### config.mk
export PLATFORM = sky130hd
export DESIGN_NAME = image_frame_loader
export DESIGN_NICKNAME = d
export VERILOG_FILES = /design/src/rtl/image_frame_loader.sv
export SDC_FILE = /design/constraint.sdc
export NUM_CORES = 1
export LEC_CHECK = 0
export ABC_AREA = 1
export ABC_CLOCK_PERIOD_IN_PS = 2700
export CORE_MARGIN = 1.5
export CORE_UTILIZATION = 35
export CTS_BUF_LIST = sky130_fd_sc_hd__clkbuf_8
export DETAILED_ROUTE_END_ITERATION = 12
export GPL_TIMING_DRIVEN = 0
export PLACE_DENSITY = 0.64
export SLEW_MARGIN = 40
export SYNTH_ARGS = -nofsm -noshare
export SYNTH_HDL_FRONTEND = slang
export SYNTH_SLANG_ARGS = --single-unit
### constraint.sdc
create_clock -name clk -period 2.7 [get_ports clk]
set_clock_uncertainty 0.1 [all_clocks]
set_input_delay 0.405 -clock clk [delete_from_list [all_inputs] [get_ports clk]]
set_output_delay 0.405 -clock clk [all_outputs]
set_load 0.01 [all_outputs]
### src/rtl/image_frame_loader.sv
// image_frame_loader: assembles a raster pixel stream into a parallel frame and hands it to the converter.
// Optional watchdog on the converter handshake is enabled with `define LOADER_TIMEOUT_EN.
module image_frame_loader #(
    parameter int N_ROWS         = 6,
    parameter int N_COLS         = 8,
    parameter int PIX_W          = 8,
    parameter int TIMEOUT_CYCLES = 255
) (
    input  logic                             clk,
    input  logic                             reset,
    input  logic [PIX_W-1:0]                 pix_in,
    input  logic                             pix_valid,
    input  logic                             sof,
    output logic                             pix_ready,
    output logic [N_ROWS*N_COLS*PIX_W-1:0]   pixel_bus,
    output logic                             conv_reset,
    output logic                             Go,
    input  logic                             Done,
    output logic                             busy,
    output logic                             frame_err,
    output logic                             timeout
);
    localparam int NPIX = N_ROWS * N_COLS;
    localparam int CW = $clog2(NPIX);
    localparam logic [CW-1:0] LAST = CW'(NPIX - 1);

    typedef enum logic [2:0] {LOAD, CLR0, CLR1, LAUNCH, WAIT} state_t;

    state_t state_q, state_d;
    logic [CW-1:0] cnt_q, cnt_d;
    logic [PIX_W-1:0] frame_q [NPIX];
    logic go_q, busy_q, err_q, expire;
    logic xfer, restart;

    assign xfer = pix_valid & pix_ready;
    assign restart = xfer & sof & (cnt_q != '0);
    assign Go = go_q;
    assign busy = busy_q;
    assign frame_err = err_q;

    always_ff @(posedge clk) begin
        if (reset) begin
            state_q <= LOAD;
            cnt_q <= '0;
            go_q <= 1'b0;
            busy_q <= 1'b0;
            err_q <= 1'b0;
        end else begin
            state_q <= state_d;
            cnt_q <= cnt_d;
            go_q <= state_d == LAUNCH;
            busy_q <= state_d == WAIT;
            err_q <= err_q | restart;
        end
    end

    always_comb begin
        state_d = state_q;
        cnt_d = cnt_q;
        case (state_q)
            LOAD: if (xfer) begin
                cnt_d = restart ? CW'(1) : (cnt_q == LAST ? '0 : cnt_q + CW'(1));
                state_d = (!restart && cnt_q == LAST) ? CLR0 : LOAD;
            end
            CLR0: state_d = CLR1;
            CLR1: state_d = LAUNCH;
            LAUNCH: state_d = WAIT;
            WAIT: state_d = (Done || expire) ? LOAD : WAIT;
            default: state_d = LOAD;
        endcase
    end

    // Handshake outputs decode only registered state and reset, never pix_valid.
    always_comb begin
        pix_ready = !reset && state_q == LOAD;
        conv_reset = reset || state_q == CLR0 || state_q == CLR1;
    end

    always_ff @(posedge clk) begin
        if (reset) begin
            for (int i = 0; i < NPIX; i++) frame_q[i] <= '0;
        end else if (xfer) begin
            frame_q[restart ? '0 : cnt_q] <= pix_in;
        end
    end

    for (genvar k = 0; k < NPIX; k++) begin : g_bus
        assign pixel_bus[k*PIX_W +: PIX_W] = frame_q[k];
    end

`ifdef LOADER_TIMEOUT_EN
    logic [7:0] tmr_q;
    logic to_q;
    // Done on the expiry edge wins, so expiry is masked by Done.
    assign expire = state_q == WAIT && !Done && tmr_q == 8'(TIMEOUT_CYCLES - 1);
    assign timeout = to_q;
    always_ff @(posedge clk) begin
        if (reset) begin
            tmr_q <= '0;
            to_q <= 1'b0;
        end else begin
            tmr_q <= state_q == WAIT ? tmr_q + 8'd1 : 8'd0;
            to_q <= to_q | expire;
        end
    end
`else
    assign expire = 1'b0;
    assign timeout = 1'b0;
`endif
endmodule

==> out/results.txt <==
status: complete, no violations
ratio of cells with drive above 1 in the final layout: 14.02%
Std-Cell Rows: 75
count of vias placed by the detailed router: 10112
CP Cell Sequence: buf_4 > inv_1 > ha_1 > nand2_1 > nor2_4 > nor2_4 > nor2_2 > nand3_2 > buf_2 > o21ai_4
switching power share of the total: 23.61%
Worst Hold Slack: 307.0 ps
Net Count, Synth: 1064
final worst-path cycle share: 97.94%
Most common cell on crit path: nor2_4
highest fanout seen on the critical path: 10
area taken by multi-input logic gates: 2820 um^2
Die Span Y: 209.4 um
Worst EP required: 2860 ps
clock transition time at the flip-flop clock pins of the worst setup and hold paths: 50 ps
critical path launch point type: flop
combinational power share: 8.8%
MaxCap Viol Count: 0
register area: 11770 um^2
Critical-path top delay cell: buf_2
GPL Wtd Cong: 0.8362
Residual DRC: 0
Post-Route Utilization: 50.04%
post-detailed-route count of antenna-violating nets: 0
clk buf depth: 3
Netlist cell types: 38
Die X: 209.4 um
port buffer count: 400
Detail Placement HPWL: 33.11 mm
worst-case reg-to-reg path depth: 10
detailed-route wire length per cell: 22.11 um
count of cells along the worst hold path: 5
Synthesis Warnings: 0
maximum number of pins on one net before global-route repair: 11
first-pass GRT wire length: 66.42 mm
TritonCTS buffer count: 68
top-level I/O count: 403
cell area after synthesis: 14920 um^2
gr ovfl total: 0
Seq cells post-synth: 396
initial antenna violation count: 1
relative slew slack: 43.96%
setup repair after global routing missed its margin: true
final wirelength: 46.65 mm
CTS root buf: clkbuf_8
sequential element share of the synthesized area: 78.92%
via count of the first global-routing pass: 10086
slew at the pin closest to its max-slew limit: 840.6 ps
Cells after Synth: 1049
maximum level of the CTS H-tree: 3
Period minus WS final: 2644 ps
ratio of total power to cell area: 637.5 nW/um^2
Pre-antenna DRT Iters: 5
critical path capture point type: flop
final count of hold timing violations: 0
die area: 43860 um^2
CTS tree: built
endpoint arrival time on the critical path: 2810 ps
detail-routed via count per cell: 4.792
internal power component: 10240 uW
Psw: 3166 uW
total routing resource utilization after global routing: 21.15%
# setup viols final: 0
Post-Synthesis Mean Instance Area: 14.22 um^2
standard cell core area: 42040 um^2
Filler cells: 3674
detailed router's first-iteration violation count: 502
count of buffers added by post-CTS timing repair for setup: 0
slowest stage delay, CP: 330 ps
worst vdd ir: 0.3825 mV
static power due to leakage: 0.007546 uW
number of clock sinks seen by CTS: 396
max-slew violation count: 0
timing-limited maximum frequency: 378.2 MHz
Net count, final: 1536
Layout Area Growth over Synthesis: 41.03%
Clk Latency, worst-skew pair: 610 ps
part of the total power dissipated in the clock network: 38.7%
fraction of power consumed by sequential logic: 52.6%
Worst Path Class, Setup: reg -> reg
effective utilization at floorplan: 35.48%
worst hold-check path type: in -> reg
-- per-layer routing --
metal / vias up / GRT usage (%) / wire [um]
met5: - / 0 / 0
met4: 0 / 9.045 / 1527
met3: 86 / 5.881 / 3460
met2: 448 / 34.93 / 22920
met1: 4952 / 26.12 / 18740
li1: 4626 / - / -
-- critical path: cells and delay by family, from the launching register on --
kind                       cells  cell delay [ps]
and+or+nand+nor                5              760
buffers and inverters          3              640
DFF                            1              310
AOI/OAI and AO/OA              1              310
adders and majority gates      1              160
-- what timing repair did --
item	CTS	global route
hold endpoints to repair	4	0
setup endpoints to repair	56	247
resized for setup	9	26
hold buffers	2	0
-- final cells by class --
cell class / instances / area share, %
clock inverter: 48 / 1.493
timing repair buffer: 402 / 19.13
tap: 539 / 3.206
clock buffer: 70 / 4.580
sequential: 396 / 55.96
buffer: 69 / 1.570
inverter: 33 / 0.6305
antenna: 2 / 0.02379
multi-input combinational: 551 / 13.41
-- cell families (layout without fill, tap and decap cells) --
logic type | count (synthesis) | count (layout) | synth area share (%)
simple gates | 520 | 520 | 16.55
flops | 396 | 396 | 78.92
buf+inv | 102 | 622 | 3.003
compound gates | 28 | 28 | 1.334
fa+ha+maj | 2 | 2 | 0.1677
other cells | 1 | 3 | 0.02514
-- Yosys cell counts --
master / number / area share [%]
clkinv_2: 5 / 0.17
nor3_2: 2 / 0.13
nand2_4: 2 / 0.15
inv_4: 1 / 0.042
inv_2: 6 / 0.15
a21oi_4: 1 / 0.11
nor2_1: 306 / 7.7
nand2_2: 16 / 0.67
edfxtp_1: 384 / 77
nand3_4: 10 / 1.2
a31oi_1: 1 / 0.042
nand3_2: 12 / 0.81
nor3_1: 100 / 3.4
o21ai_0: 11 / 0.37
dfxtp_1: 12 / 1.6
inv_1: 20 / 0.50
a211oi_1: 3 / 0.15
buf_6: 3 / 0.23
o211ai_1: 2 / 0.10
conb_1: 1 / 0.025
nand2_1: 54 / 1.4
nor3_4: 1 / 0.11
o21bai_2: 1 / 0.075
nand4_1: 1 / 0.042
o21ai_1: 3 / 0.10
nor2_4: 6 / 0.45
buf_4: 3 / 0.15
clkbuf_1: 45 / 1.1
o21ai_4: 1 / 0.11
a21oi_1: 4 / 0.13
nand3_1: 3 / 0.10
o31ai_4: 1 / 0.14
ha_1: 2 / 0.17
nor4_1: 1 / 0.042
buf_2: 18 / 0.60
clkinv_1: 1 / 0.025
nor2_2: 4 / 0.17
nand4_4: 2 / 0.29
-- final timing paths --
| check | slack, ps | endpoint | startpoint |
|---|---|---|---|
| max reg2reg | 60 | frame_q[34][5]$_SDFFCE_PN0P_ | cnt_q[1]$_SDFFE_PP0P_ |
| min | 310 | cnt_q[1]$_SDFFE_PP0P_ | reset |
| min reg2reg | 390 | frame_err$_SDFF_PP0_ | frame_err$_SDFF_PP0_ |
| max | 60 | frame_q[34][5]$_SDFFCE_PN0P_ | cnt_q[1]$_SDFFE_PP0P_ |
-- registers in the layout (all words and copies together), names as in the netlist --
signal	count
frame_q	384
Go	1
cnt_q	6
frame_err	1
state_q	3
busy	1
-- per-stage QoR --
stage,cells,setup TNS [ps],instance area [um^2],total power (uW),worst slack [ps]
2_1_floorplan,1049,0,14920,7599,124.3
3_3_place_gp,1988,-53880,19590,8328,-550.8
3_5_place_dp,1988,-34470,19610,8343,-437.8
4_1_cts,2108,-909.8,20950,13520,-59.12
5_1_grt,2109,-7362,21030,13870,-146.3
6_report,2110,0,21040,13410,55.65
-- power by group through the flow --
stage	Clock, uW	Sequential [uW]	Combinational (uW)
final	5180	7050	1180
after global routing	5560	7070	1240
after CTS	5290	7050	1180
after detailed placement	0	7180	1160
after global placement	0	7180	1150
after floorplan	0	7300	298
-- cell usage in the layout (no fill, tap or decap), types with 2 or more instances in the layout --
master	instances
clkdlybuf4s50_1	400
edfxtp_1	384
nor2_1	306
nor3_1	100
clkbuf_8	70
inv_1	38
nand2_1	34
nand2_2	34
clkbuf_1	33
buf_2	18
clkinv_1	17
dfxtp_1	12
nand3_2	12
clkbuf_2	12
nand3_4	10
clkinv_2	9
inv_2	6
nor2_4	6
o21ai_4	5
clkinvlp_4	5
nor2_2	4
nand2_4	4
o21ai_2	4
o21ai_1	4
bufinv_16	4
buf_4	3
buf_6	3
nand3_1	3
a21oi_1	3
a211oi_1	3
diode_2	2
o21ai_0	2
nand4_4	2
nor3_2	2
o211ai_1	2
ha_1	2
dlygate4sd3_1	2
Note: power is estimated with default switching activity, not from simulation.
